[config.mk]
export PLATFORM = sky130hd
export DESIGN_NAME = des_subkey_generator
export DESIGN_NICKNAME = d
export VERILOG_FILES = /design/src/rtl/des_subkey_generator.sv
export SDC_FILE = /design/constraint.sdc
export NUM_CORES = 1
export LEC_CHECK = 0
export BUFFER_PORTS_ARGS = -buffer_cell sky130_fd_sc_hd__clkbuf_2
export CAP_MARGIN = 20
export CORE_ASPECT_RATIO = 1.75
export CORE_MARGIN = 1.5
export CORE_UTILIZATION = 25
export CTS_CLUSTER_DIAMETER = 60
export DETAILED_ROUTE_END_ITERATION = 6
export HOLD_SLACK_MARGIN = 0.03
export PLACE_DENSITY = 0.49
export SYNTH_ARGS = -nofsm -noshare
export SYNTH_HDL_FRONTEND = slang
export SYNTH_SLANG_ARGS = --single-unit
[constraint.sdc]
create_clock -name CLK -period 3 [get_ports CLK]
set_input_delay 0.15 -clock CLK [delete_from_list [all_inputs] [get_ports CLK]]
set_output_delay 0.15 -clock CLK [all_outputs]
set_load 0.1 [all_outputs]
[src/rtl/des_subkey_generator.sv]
// -----------------------------------------------------------------------------
// des_subkey_generator
//
// Sequential DES key schedule. A KEY_LOAD pulse captures a 64-bit key and a
// direction. The block then offers one 48-bit subkey per handshake:
//   - encrypt (DECRYPT=0): K1..K16, with C/D rotating left;
//   - decrypt (DECRYPT=1): K16..K1, with C/D rotating right.
// The round datapath can therefore be reused unchanged in both directions.
//
// Bit numbering follows the DES standard with bit 1 as the MSB:
//   KEY_IN[65-n]     = DES key bit n (parity bits 8,16,..,64 are ignored)
//   SUBKEY_OUT[49-n] = subkey bit n ([48:43] feeds S1, [6:1] feeds S8)
//
// Ports:
//   CLK           rising-edge clock
//   RST_N         asynchronous active-low reset
//   KEY_LOAD      start pulse; samples KEY_IN and DECRYPT (aborts a running
//                 sequence and restarts from the new key)
//   KEY_IN        64-bit DES key
//   DECRYPT       direction, sampled only together with KEY_LOAD
//   SUBKEY_READY  consumer accepts the offered subkey
//   SUBKEY_OUT    PC-2 of the current C/D registers (combinational)
//   SUBKEY_VALID  SUBKEY_OUT holds a valid subkey
//   ROUND_NUM     issue-order index of the offered subkey, 0..15
//   DONE          one-cycle pulse after the 16th subkey is accepted
//
// Build option:
//   SUBKEY_ZEROIZE_EN  when defined, SUBKEY_OUT reads 0 whenever no subkey
//                      is offered, and C/D are cleared on the completion edge
//                      so no key material lingers in the registers.
// -----------------------------------------------------------------------------
module des_subkey_generator (
   input  logic        CLK,
   input  logic        RST_N,
   input  logic        KEY_LOAD,
   input  logic [64:1] KEY_IN,
   input  logic        DECRYPT,
   input  logic        SUBKEY_READY,
   output logic [48:1] SUBKEY_OUT,
   output logic        SUBKEY_VALID,
   output logic [3:0]  ROUND_NUM,
   output logic        DONE
);

   // --------------------------------------------------------------------------
   // Fixed DES permutations. Entries are DES bit numbers (1 = MSB).
   // --------------------------------------------------------------------------
   localparam int PC1_TBL [0:55] = '{
      57, 49, 41, 33, 25, 17,  9,
       1, 58, 50, 42, 34, 26, 18,
      10,  2, 59, 51, 43, 35, 27,
      19, 11,  3, 60, 52, 44, 36,
      63, 55, 47, 39, 31, 23, 15,
       7, 62, 54, 46, 38, 30, 22,
      14,  6, 61, 53, 45, 37, 29,
      21, 13,  5, 28, 20, 12,  4
   };

   localparam int PC2_TBL [0:47] = '{
      14, 17, 11, 24,  1,  5,
       3, 28, 15,  6, 21, 10,
      23, 19, 12,  4, 26,  8,
      16,  7, 27, 20, 13,  2,
      41, 52, 31, 37, 47, 55,
      30, 40, 51, 45, 33, 48,
      44, 49, 39, 56, 34, 53,
      46, 42, 50, 36, 29, 32
   };

   typedef enum logic {
      ST_IDLE  = 1'b0,
      ST_ISSUE = 1'b1
   } state_e;

   // --------------------------------------------------------------------------
   // Permutation and rotation helpers. C and D are kept MSB-first, so
   // register bit [28] is DES bit 1 of that half.
   // --------------------------------------------------------------------------
   function automatic logic [56:1] pc1(input logic [64:1] key);
      logic [56:1] cd;
      cd = '0;
      for (int i = 0; i < 56; i++) begin
         cd[56 - i] = key[65 - PC1_TBL[i]];
      end
      return cd;
   endfunction

   function automatic logic [48:1] pc2(input logic [56:1] cd);
      logic [48:1] k;
      k = '0;
      for (int i = 0; i < 48; i++) begin
         k[48 - i] = cd[57 - PC2_TBL[i]];
      end
      return k;
   endfunction

   // Rotate one 28-bit half by 1 or 2 positions in either direction.
   function automatic logic [28:1] rot28(input logic [28:1] x,
                                         input logic        left,
                                         input logic        by_two);
      logic [28:1] r;
      unique case ({left, by_two})
         2'b11:   r = {x[26:1], x[28:27]};
         2'b10:   r = {x[27:1], x[28]};
         2'b01:   r = {x[2:1], x[28:3]};
         default: r = {x[1], x[28:2]};
      endcase
      return r;
   endfunction

   // Rotation amount when stepping to issue index r (1..15). The encrypt
   // left-shift table and the decrypt right-shift table agree for r >= 1:
   // single steps at indices 1, 8 and 15, double steps everywhere else.
   function automatic logic step_is_two(input logic [3:0] r);
      return !((r == 4'd1) || (r == 4'd8) || (r == 4'd15));
   endfunction

   // --------------------------------------------------------------------------
   // State
   // --------------------------------------------------------------------------
   state_e      state_q, state_d;
   logic [28:1] c_q, c_d;
   logic [28:1] d_q, d_d;
   logic [3:0]  round_q, round_d;
   logic        decrypt_q, decrypt_d;
   logic        done_q, done_d;

   logic [56:1] cd_load;
   logic [3:0]  round_nxt;
   logic        handshake;

   // Parity bits of the key take no part in the schedule.
   logic unused_parity;
   assign unused_parity = ^{KEY_IN[57], KEY_IN[49], KEY_IN[41], KEY_IN[33],
                            KEY_IN[25], KEY_IN[17], KEY_IN[9],  KEY_IN[1]};

   assign cd_load   = pc1(KEY_IN);
   assign round_nxt = round_q + 4'd1;
   assign handshake = (state_q == ST_ISSUE) && SUBKEY_READY;

   // NOTE: every signal assigned in this block gets its hold value first, so
   // no path leaves a variable unassigned and no latch is inferred.
   always_comb begin
      state_d   = state_q;
      c_d       = c_q;
      d_d       = d_q;
      round_d   = round_q;
      decrypt_d = decrypt_q;
      done_d    = 1'b0;

      if (KEY_LOAD) begin
         // A load restarts from any state and wins over a same-cycle
         // handshake; the aborted sequence never pulses DONE. Encrypt starts
         // pre-rotated by one so K1 is offered straight away; decrypt starts
         // from the unrotated value, which equals C16/D16 (28 total shifts).
         state_d   = ST_ISSUE;
         round_d   = 4'd0;
         decrypt_d = DECRYPT;
         if (DECRYPT) begin
            c_d = cd_load[56:29];
            d_d = cd_load[28:1];
         end else begin
            c_d = rot28(cd_load[56:29], 1'b1, 1'b0);
            d_d = rot28(cd_load[28:1],  1'b1, 1'b0);
         end
      end else if (handshake) begin
         if (round_q == 4'd15) begin
            state_d = ST_IDLE;
            round_d = 4'd0;
            done_d  = 1'b1;
`ifdef SUBKEY_ZEROIZE_EN
            c_d = '0;
            d_d = '0;
`endif
         end else begin
            round_d = round_nxt;
            c_d     = rot28(c_q, !decrypt_q, step_is_two(round_nxt));
            d_d     = rot28(d_q, !decrypt_q, step_is_two(round_nxt));
         end
      end
   end

   // NOTE: sequential state is updated only with non-blocking assignments so
   // every register samples the values from before the clock edge.
   always_ff @(posedge CLK or negedge RST_N) begin
      if (!RST_N) begin
         state_q   <= ST_IDLE;
         c_q       <= '0;
         d_q       <= '0;
         round_q   <= 4'd0;
         decrypt_q <= 1'b0;
         done_q    <= 1'b0;
      end else begin
         state_q   <= state_d;
         c_q       <= c_d;
         d_q       <= d_d;
         round_q   <= round_d;
         decrypt_q <= decrypt_d;
         done_q    <= done_d;
      end
   end

   // --------------------------------------------------------------------------
   // Outputs. VALID follows the state register directly, so reset clears it
   // asynchronously. SUBKEY_OUT depends on registers only.
   // --------------------------------------------------------------------------
   assign SUBKEY_VALID = (state_q == ST_ISSUE);
   assign ROUND_NUM    = round_q;
   assign DONE         = done_q;

`ifdef SUBKEY_ZEROIZE_EN
   assign SUBKEY_OUT = SUBKEY_VALID ? pc2({c_q, d_q}) : '0;
`else
   assign SUBKEY_OUT = pc2({c_q, d_q});
`endif

endmodule

# Word level (Yosys, flattened, before mapping)
# Index checks and enable logic that the tools add are counted.
# word_totals
ff_bits	63
input_bits	69
output_inout_bits	54
wordCells	43
# op_classes
addsub	1
n_eq_ne	8
mux	19
n_reduce_logical	9
# ops
op	count
$mux W28	8
$pmux W28 S3	2
$eq A4 B4 Y1 const B	3
$mux W4	3
$mux W1	6
$add A4 B1 Y4 const B	1
$eq A2 B2 Y1 const B	2
$eq A4 B1 Y1 const B	1
$reduce_and A2 Y1	2
$reduce_bool A2 Y1	2
$eq A2 B1 Y1 const B	1
$logic_not A1 Y1	2
$logic_or A1 B1 Y1	2
$ne A2 B2 Y1 const B	1
$logic_and A1 B1 Y1	1

# Longest topological paths before layout
# Gate-level depths: netlist (run 1).
# logic_depth
word_depth	10
ltp_mapped	10
depth_no_buf	7

# Worst setup path before layout (run 1)
# OpenSTA, ideal clock, no wires.
# synth_timing
kind	register -> register
startpoint	reg round_q[0], in the netlist ROUND_NUM[0]
endpoint	reg c_q[1] in the netlist's numbering
setup_ps	126
arrival_time_ps	2726
required_ps	2874
path_slack_ps	148
path_stages_with_launch	9
n_path_buf	1
synth_period_minus_slack_ps	2852
cell_sequence	dfrtp_1 inv_1 ha_1 a21o_1 a221o_1 buf_6 and3_1 a211o_1 a221o_1
# synth_between
elab_chain_len	10
word_cells_on_any_way	17
cone_classes	add/sub (1); eq/ne (8); mux (4); reduce/logical (4)
# synth_lines
element	line_no	source
start, declared	124	logic [3:0] round_q, round_d;
start signal, assigned	197	round_q <= round_d;
$add A4 B1 Y4	138	assign round_nxt = round_q + 4'd1;
$eq A4 B1 Y1 / $eq A4 B4 Y1 (equally long branches)	115	return !((r == 4'd1) || (r == 4'd8) || (r == 4'd15));
$logic_or A1 B1 Y1 (2 in a row)	115	
$logic_not A1 Y1	115	
$eq A2 B1 Y1 / $eq A2 B2 Y1 (equally long branches)	102	unique case ({left, by_two})
$pmux W28 S3	102	
$mux W28	167	if (round_q == 4'd15) begin
$mux W28	166	end else if (handshake) begin
$mux W28	151	if (KEY_LOAD) begin
end signal, assigned	188	c_q <= '0;
end signal, assigned	195	c_q <= c_d;
end, declared	122	logic [28:1] c_q, c_d;
# Parallel ways exist; a longest one is shown, timed or not. The select of a mux whose other input is x is not followed.
# A chain may end at the register's enable or synchronous reset.

# Worst setup path after layout (run 1)
# Same ends and word-level chain as after synthesis.

==> results.sh, run 1 <==
export IMPL_status="finished, violations left"
export IMPL_violations="design-rule violations"
export IMPL_r2r_start="ROUND_NUM[0]$_DFFE_PN0P_"
export IMPL_syn_num_nets=666
export IMPL_ys_warn_count=0
export IMPL_antenna_found_initial=0
export IMPL_wl_met2_um=9720
export IMPL_cts_tree="done"
export IMPL_initialDrtViolationCount=271
export IMPL_ys_types=53
export IMPL_layout_common_cells="clkbuf_2, a21oi_1, dfrtp_1"
export IMPL_top_layer="met4"
export IMPL_startpoint="ROUND_NUM[0]$_DFFE_PN0P_"
export IMPL_clock_path_buffers=2
export IMPL_cts_root_buffer="clkbuf_16"
export IMPL_grt_max_degree=64
export IMPL_worst_ep_arrival_time_ns=2.90
export IMPL_initial_utilization=0.256
export IMPL_dieArea_sq_mm=0.0218
export IMPL_synthArstFlopShare=1.00
export IMPL_numCtsBuffers=9
export IMPL_worstMarginPinSlew_ns=0.911
export IMPL_maxSlewViolCount=0
export IMPL_rrSetupSlack_ns=0.31
export IMPL_syn_inst=594
export IMPL_num_rows=69
export IMPL_clock_fmax_mhz=371
export IMPL_drive_gt1_frac=0.336
export IMPL_setup_viol=0
export IMPL_fin_tns_setup_ns=0
export IMPL_end_kind="register"
export IMPL_core_sq_mm=0.0205
export IMPL_slowest_stage="dfrtp_1"
export IMPL_placement_io_buffers=114
export IMPL_die_y_um=194
export IMPL_first_global_vias=4889
export IMPL_finish_utilization=0.295
export IMPL_post_cts_buffers=0
export IMPL_finClkSkew_ns=0.00804
export IMPL_critPathKind="register to register"
export IMPL_ys_seq_area_frac=0.301
export IMPL_synthToLayoutAreaGrowth_pct=15.2
export IMPL_worst_r2r_endpoint="c_q[1]$_DFFE_PN0P_"
export IMPL_drc=6
export IMPL_clock_sinks=63
export IMPL_ant_nets=0
export IMPL_powerDensity_mw_per_mm2=626
export IMPL_synthesis_area_sq_mm=0.00523
export IMPL_power_leakage_nw=2.67
export IMPL_critPathTopFamily="compound AO/OA/AOI/OAI gates"
export IMPL_htree_levels=3
export IMPL_grt_usage=0.163
export IMPL_cp_max_fo=17
export IMPL_min_period_ns=2.69
export IMPL_finalHoldViolCount=0
export IMPL_slew_headroom=0.393
export IMPL_vias=4907
export IMPL_viasPerCell=5.51
export IMPL_cp_cell_sequence="ha_1 > a21boi_0 > nand3_2 > buf_12 > and3_1 > a211o_1 > a221o_1"
export IMPL_drtPass1Iterations=7
export IMPL_cpPeakStageDelay_ns=0.47
export IMPL_hold_class="input port to async pin"
export IMPL_holdBufCountCts=0
export IMPL_yosys_register_bits=63
export IMPL_final_net_count=710
export IMPL_io_pins=123
export IMPL_grt_pass1_wl_um=28100
export IMPL_m1WireLength_um=7050
export IMPL_max_cap_violations=0
export IMPL_cp_num_buf_inv=1
export IMPL_overflow=0
export IMPL_wl_met3_um=709
export IMPL_worstSkewPairLatency_ns=0.33
export IMPL_detail_route_wl_per_cell_um=19.8
export IMPL_reg2reg_depth=7
export IMPL_final_common_cell="clkbuf_2"
export IMPL_cp_start_kind="register"
export IMPL_num_antenna_cells=0
export IMPL_dp_hpwl_um=12500
export IMPL_cts_resized_gates=0
export IMPL_postSynthAreaPerCell_sq_um=8.81
export IMPL_clk_pin_slew_ns=0.05
export IMPL_ir_drop_mv=0.241
export IMPL_cp_data_required_time_ns=3.21
export IMPL_finalWirelength_um=17600
export IMPL_rsz0062_at_grt="false"
export IMPL_fp_dieW_um=112
export IMPL_place_congestion=0.770
export IMPL_fin_crit_sh=0.898
export IMPL_ys_flop_type="dfrtp_1"
export IMPL_synth_enable_flop_cells=0
-- through the flow --
| step | instance area [sq um] | hold slack [ns] | total power (W) | setup WS, ns | cells |
|---|---|---|---|---|---|
| 2_1_floorplan | 5230 | -0.146 | 0.00251 | 0.148 | 594 |
| 3_5_place_dp | 5730 | 0.427 | 0.00274 | 0.294 | 875 |
| 5_1_grt | 6030 | 0.0999 | 0.00396 | 0.112 | 890 |
| 3_3_place_gp | 5730 | 0.435 | 0.00274 | 0.319 | 875 |
| 4_1_cts | 6030 | 0.0662 | 0.00382 | 0.290 | 890 |
| 6_report | 6030 | 0.0218 | 0.00378 | 0.307 | 890 |
-- worst reg2reg max path, cell delays in order (launching register included) --
cell and delay, ns:
dfrtp_1 0.47, ha_1 0.36, a21boi_0 0.29, nand3_2 0.40, buf_12 0.32, and3_1 0.18, a211o_1 0.28, a221o_1 0.29
-- per-layer routing --
metal | GRT usage | up-vias
li1 | - | 2315
met1 | 0.202 | 2434
met2 | 0.299 | 150
met3 | 0.0178 | 8
met4 | 0.0408 | 0
met5 | 0 | -
-- where the power goes --
group          internal [W]  leakage (nW)  total [W]  switching, W
Clock              0.000679         0.151    0.00106      0.000384
Combinational      0.000404          1.75    0.00160       0.00119
Sequential         0.000964         0.769    0.00112      0.000152
-- worst max-delay path by stage --
| stage | to | cells after the start |
|---|---|---|
| 2_1_floorplan | c_q[1]$_DFFE_PN0P_ | 8 |
| 5_1_grt | c_q[1]$_DFFE_PN0P_ | 7 |
| 4_1_cts | c_q[1]$_DFFE_PN0P_ | 7 |
| 6_report | c_q[1]$_DFFE_PN0P_ | 7 |
| 3_3_place_gp | c_q[1]$_DFFE_PN0P_ | 7 |
| 3_5_place_dp | c_q[1]$_DFFE_PN0P_ | 7 |
-- cells by family (layout without fill, tap and decap cells) --
| logic type | after synthesis | after routing | synth area share |
|---|---|---|---|
| XOR/XNOR | 1 | 1 | 0.00167 |
| multiplexers | 66 | 66 | 0.138 |
| AND/OR/NAND/NOR | 111 | 111 | 0.124 |
| flip-flops | 63 | 63 | 0.301 |
| AO/OA/AOI/OAI | 238 | 238 | 0.298 |
| buffers and inverters | 112 | 160 | 0.130 |
| adder cells (fa/ha/maj) | 3 | 3 | 0.00717 |
-- synthesized netlist by cell type (2+ instances only) --
master / count / share of area
buf_1: 2 / 0.0014
mux2_2: 51 / 0.11
dfrtp_1: 63 / 0.30
mux2i_1: 15 / 0.029
nor2b_1: 2 / 0.0024
inv_1: 7 / 0.0050
buf_2: 17 / 0.016
o31ai_1: 12 / 0.017
ha_1: 3 / 0.0072
a22oi_1: 25 / 0.036
and3_1: 16 / 0.019
a211oi_1: 9 / 0.013
a21o_1: 6 / 0.0086
o21ai_1: 4 / 0.0038
buf_6: 5 / 0.011
or3_1: 26 / 0.031
o211ai_1: 3 / 0.0043
a311oi_1: 3 / 0.0050
o221ai_1: 10 / 0.017
or2_2: 2 / 0.0024
nor3_1: 4 / 0.0038
a21oi_1: 66 / 0.063
nand3_1: 36 / 0.034
nor3b_1: 2 / 0.0029
o21ai_0: 44 / 0.042
a211o_1: 2 / 0.0033
a221o_1: 3 / 0.0057
nand2_1: 10 / 0.0072
clkbuf_1: 29 / 0.021
nor2_1: 5 / 0.0036
a22o_1: 25 / 0.042
a21boi_0: 8 / 0.011
a31oi_1: 10 / 0.012
buf_4: 50 / 0.072
-- state kept, by name, summed over array words and instances (netlist names) --
register / cells
DONE: 1
decrypt_q: 1
d_q: 28
c_q: 28
SUBKEY_VALID: 1
ROUND_NUM: 4
-- final cells by class --
cell class                 instances  area (sq um)
timing repair buffer             138           813
sequential                        63          1580
clock buffer                      11           253
multi-input combinational        419          3010
clock inverter                     4          45.0
tap                              248           310
inverter                           7          26.3
fill                            2216         14400
Note: power is estimated with default switching activity, not from simulation.
==> inputs of run 2 (changes only) <==
CTS_BUF_LIST = sky130_fd_sc_hd__clkbuf_8   (was default)
==> run 2 against run 1 <==
  * The run still ends with design-rule violations left
  * Clock skew is 0.00059 ns higher
  * Wire length is 0.48% higher
  * Clock power is 27% lower
  * Sequential share of layout area is 0.40 points higher
  * Sequential cell count stayed put
  * Critical path type unchanged
  * First-iteration DRC count is 0.74% higher
  * Global-route usage is 0.071 points higher
  * Maximum frequency is 0.84% lower
==> results.sh, run 2 (synthesis results as in run 1) <==
export IMPL_final_cells=891
export IMPL_clock_path_buffers=2
export IMPL_worstMarginPinSlew_ns=0.897
export IMPL_final_common_cell="clkbuf_2"
export IMPL_grt_usage=0.164
export IMPL_dp_hpwl_um=12500
export IMPL_drc=6
export IMPL_synthToLayoutAreaGrowth_pct=13.5
export IMPL_placed_cells=875
export IMPL_overflow=0
export IMPL_slew_headroom=0.402
export IMPL_p_total_w=0.00349
export IMPL_dieArea_sq_mm=0.0218
export IMPL_htree_levels=3
export IMPL_placement_io_buffers=114
export IMPL_layout_common_cells="clkbuf_2, a21oi_1, dfrtp_1"
export IMPL_ir_drop_mv=0.222
export IMPL_finalHoldViolCount=0
export IMPL_drtPass1Iterations=7
export IMPL_fin_crit_sh=0.905
export IMPL_holdBufCountCts=1
export IMPL_rsz0062_at_grt="false"
export IMPL_grt_max_degree=64
export IMPL_maxSlewViolCount=0
export IMPL_finalWirelength_um=17700
export IMPL_viasPerCell=5.47
export IMPL_cts_resized_gates=0
export IMPL_finish_utilization=0.290
export IMPL_fp_dieW_um=112
export IMPL_cts_root_buffer="clkbuf_8"
export IMPL_vias=4875
export IMPL_critPathKind="register to register"
export IMPL_cts_tree="done"
export IMPL_post_cts_buffers=0
export IMPL_cpPeakStageDelay_ns=0.47
export IMPL_place_congestion=0.770
export IMPL_detail_route_wl_per_cell_um=19.9
export IMPL_io_pins=123
export IMPL_cp_max_fo=17
export IMPL_violations="design-rule violations"
export IMPL_end_kind="register"
export IMPL_final_net_count=711
export IMPL_clock_sinks=63
export IMPL_finClkSkew_ns=0.00863
export IMPL_first_global_vias=4910
export IMPL_clock_fmax_mhz=368
export IMPL_cp_cell_sequence="ha_1 > a21boi_0 > nand3_2 > buf_12 > and3_1 > a211o_1 > a221o_1"
export IMPL_cp_data_required_time_ns=3.24
export IMPL_worstSkewPairLatency_ns=0.35
export IMPL_num_rows=69
export IMPL_slowest_stage="dfrtp_1"
export IMPL_numCtsBuffers=9
export IMPL_initialDrtViolationCount=273
export IMPL_clk_pin_slew_ns=0.07
export IMPL_max_cap_violations=0
export IMPL_core_sq_mm=0.0205
export IMPL_cp_start_kind="register"
export IMPL_hold_slack_ns=0.0923
export IMPL_ant_nets=0
export IMPL_setup_viol=0
export IMPL_status="finished, violations left"
export IMPL_initial_utilization=0.256
export IMPL_die_y_um=194
export IMPL_powerDensity_mw_per_mm2=588
export IMPL_fin_tns_setup_ns=0
export IMPL_power_leakage_nw=2.62
export IMPL_hold_class="input port to register"
export IMPL_grt_pass1_wl_um=28100
export IMPL_antenna_found_initial=0
export IMPL_drive_gt1_frac=0.336
export IMPL_worst_ep_arrival_time_ns=2.96
export IMPL_min_period_ns=2.72
export IMPL_num_antenna_cells=0
## run 2: changes by cell type in the layout (fill, tap and decap cells not counted)
| cell | previous run | this run |
|---|---|---|
| dlygate4sd3_1 | 0 | 1 |
| clkbuf_8 | 2 | 11 |
| clkbuf_16 | 9 | 0 |
## run 2: power by group
| part | internal, W | total [W] | switching [W] |
|---|---|---|---|
| clock network | 0.000420 | 0.000777 | 0.000357 |
| registers | 0.000962 | 0.00112 | 0.000154 |
| logic | 0.000404 | 0.00160 | 0.00120 |
## run 2: final timing paths
path                            slack, ns  cells after the start                       end                     start
worst min register to register       0.53                      2        c_q[4]$_DFFE_PN0P_        c_q[4]$_DFFE_PN0P_
worst max-delay path                 0.28                      7        c_q[1]$_DFFE_PN0P_  ROUND_NUM[0]$_DFFE_PN0P_
worst max register to register       0.28                      7        c_q[1]$_DFFE_PN0P_  ROUND_NUM[0]$_DFFE_PN0P_
min in group asynchronous            0.53                      3       d_q[18]$_DFFE_PN0P_                     RST_N
worst min-delay path                 0.09                      3  ROUND_NUM[1]$_DFFE_PN0P_              SUBKEY_READY
max in group asynchronous            1.86                      3       c_q[25]$_DFFE_PN0P_                     RST_N
## run 2: area by class of cell
cell class,instances,area (sq um)
Fill cell,2220,14500
Clock buffer,11,151
Tap cell,248,310
Timing Repair Buffer,139,823
Sequential cell,63,1580
Inverter,7,26.3
Clock inverter,4,45.0
Multi-Input combinational cell,419,3010
## run 2: critical path: cells and delay by family, from the launching register on
kind / cells / cell delay (ns)
AOI/OAI and AO/OA: 3 / 0.86
DFF: 1 / 0.47
adders and majority gates: 1 / 0.35
and+or+nand+nor: 2 / 0.60
buffers and inverters: 1 / 0.32
## run 2: through the flow
| stage | setup slack [ns] | instance area, sq um |
|---|---|---|
| final | 0.284 | 5940 |
| after floorplan | 0.148 | 5230 |
| after CTS | 0.288 | 5940 |
| after detailed placement | 0.294 | 5730 |
| after global routing | 0.104 | 5940 |
| after global placement | 0.319 | 5730 |
## run 2: layer usage
layer  vias up  track usage  routed length (um)  share of wire
met1      2420        0.201                7110           0.40
met2       130        0.296                9680           0.55
met4         0       0.0488                 273          0.015
met3        13       0.0206                 640          0.036
li1       2312            -                   -              -
met5         -            0                   0              0
==> inputs of run 3 (changes only) <==
CORE_UTILIZATION = 50   (was 25)
PLACE_DENSITY = 0.81   (was 0.49)
==> run 3 against run 2 <==
  * Setup slack lost 0.067 ns
  * First-iteration DRC count grew 69%
  * Combinational power is essentially flat
  * Highest routed layer unchanged
  * Clock power grew 13%
  * Via count grew 5.4%
  * Sequential share of layout area grew 0.94 points
  * Total power grew 2.0%
  * The run still ends with design-rule violations left
  * Global-route usage grew 11 points
  * Register-to-register slack lost 0.07 ns
  * Utilization grew 27 points
  * Sequential cell count is the same
  * Sequential power is essentially flat
==> results.sh, run 3 (synthesis results as in run 1) <==
export IMPL_status="finished, violations left"
export IMPL_violations="design-rule violations"
export IMPL_final_net_count=706
export IMPL_num_antenna_cells=0
export IMPL_final_common_cell="clkbuf_2"
export IMPL_ant_nets=0
export IMPL_hold_class="input port to register"
export IMPL_finClkSkew_ns=0.00808
export IMPL_vias=5138
export IMPL_overflow=0
export IMPL_end_kind="register"
export IMPL_cpPeakStageDelay_ns=0.49
export IMPL_maxSlewViolCount=0
export IMPL_fin_crit_sh=0.928
export IMPL_grt_max_degree=64
export IMPL_placement_io_buffers=114
export IMPL_setup_viol=0
export IMPL_p_total_w=0.00356
export IMPL_cts_tree="done"
export IMPL_synthToLayoutAreaGrowth_pct=9.61
export IMPL_num_rows=49
export IMPL_min_period_ns=2.78
export IMPL_drc=4
export IMPL_cp_start_kind="register"
export IMPL_cts_root_buffer="clkbuf_8"
export IMPL_dp_hpwl_um=10300
export IMPL_clock_fmax_mhz=359
export IMPL_grt_pass1_wl_um=24500
export IMPL_slowest_stage="a221o_2"
export IMPL_grt_usage=0.278
export IMPL_io_pins=123
export IMPL_detail_route_wl_per_cell_um=19.7
export IMPL_die_y_um=138
export IMPL_initial_utilization=0.511
export IMPL_finalWirelength_um=15100
export IMPL_numCtsBuffers=9
export IMPL_layout_common_cells="clkbuf_2, a21oi_1, dfrtp_1"
export IMPL_fp_dieW_um=80.3
export IMPL_dieArea_sq_mm=0.0111
export IMPL_antenna_found_initial=0
export IMPL_power_leakage_nw=2.59
export IMPL_rsz0062_at_grt="false"
export IMPL_cp_data_required_time_ns=3.24
export IMPL_cts_resized_gates=0
export IMPL_worstSkewPairLatency_ns=0.36
export IMPL_drive_gt1_frac=0.332
export IMPL_drtPass1Iterations=7
export IMPL_initialDrtViolationCount=462
export IMPL_max_cap_violations=0
export IMPL_critPathKind="register to register"
export IMPL_cp_num_buf_inv=1
export IMPL_fin_tns_setup_ns=0
export IMPL_ir_drop_mv=0.354
export IMPL_critPathTopFamily="compound AO/OA/AOI/OAI gates"
export IMPL_worstMarginPinSlew_ns=0.825
export IMPL_worst_ep_arrival_time_ns=3.03
export IMPL_core_sq_mm=0.0102
export IMPL_place_congestion=0.951
export IMPL_powerDensity_mw_per_mm2=621
export IMPL_finalHoldViolCount=0
export IMPL_first_global_vias=5035
export IMPL_cp_max_fo=22
export IMPL_post_cts_buffers=0
export IMPL_cp_cell_sequence="ha_1 > nor4b_2 > a221o_2 > buf_4 > and3_1 > o41ai_1 > a311oi_1"
export IMPL_viasPerCell=6.71
export IMPL_slew_headroom=0.450
export IMPL_clk_pin_slew_ns=0.07
export IMPL_clock_path_buffers=2
export IMPL_clock_sinks=63
export IMPL_htree_levels=3
-- run 3: changes by cell type in the layout (fill, tap and decap cells not counted), sizes merged --
cell      previous run  this run
clkinv               3         1
buf                 25        19
bufinv               1         2
clkinvlp             0         2
clkbuf             124       125
-- run 3: final timing paths --
path,startpoint,endpoint,slack (ns),depth (start not counted)
setup / recovery,ROUND_NUM[0]$_DFFE_PN0P_,c_q[21]$_DFFE_PN0P_,0.22,7
hold / removal,SUBKEY_READY,ROUND_NUM[1]$_DFFE_PN0P_,0.08,3
setup reg to reg,ROUND_NUM[0]$_DFFE_PN0P_,c_q[21]$_DFFE_PN0P_,0.22,7
hold reg to reg,c_q[4]$_DFFE_PN0P_,c_q[4]$_DFFE_PN0P_,0.52,2
max in group asynchronous,RST_N,c_q[2]$_DFFE_PN0P_,1.95,3
min in group asynchronous,RST_N,ROUND_NUM[1]$_DFFE_PN0P_,0.51,3
-- run 3: layout make-up --
class                   count  area [sq um]
multi-input cells         419          3000
fillers                   919          4500
clock inverters             5          80.1
repair buffers            134           748
inverters                   7          26.3
clock buffers              11           151
well taps                 127           159
flip-flops and latches     63          1580
-- run 3: tightest hold or removal path, cell delays in order --
cell	delay (ns)
clkbuf_2	0.11
nand3_1	0.07
a21oi_1	0.06
-- run 3: metrics by stage --
stage	instances	util	hold WS, ns	setup WS (ns)	instance area, sq um
global placement	749	0.537	0.380	0.449	5500
global route	766	0.560	0.0825	0.116	5740
detailed placement	749	0.537	0.377	0.308	5500
finish	766	0.560	0.0754	0.217	5740
floorplan	594	-	-0.146	0.148	5230
CTS	766	0.560	0.0592	0.271	5740
-- run 3: power breakdown --
part | switching (W) | total [W] | internal, W | leakage (nW)
registers | 0.000150 | 0.00111 | 0.000962 | 0.769
logic | 0.00118 | 0.00157 | 0.000391 | 1.71
clock network | 0.000364 | 0.000875 | 0.000512 | 0.112
total | 0.00170 | 0.00356 | 0.00186 | 2.59
-- run 3: layer usage --
layer  global-route usage  vias up  share of wire
met4                0.147        0          0.044
met1                0.324     2455           0.36
met2                0.478      317           0.52
li1                     -     2309              -
met5                    0        -              0
met3               0.0422       57          0.076
-- run 3: timing repair --
action / in CTS / in global routing
endpoints found under the setup margin: 0 / 0
hold buffers: 1 / 0
endpoints found under the hold margin: 63 / 0
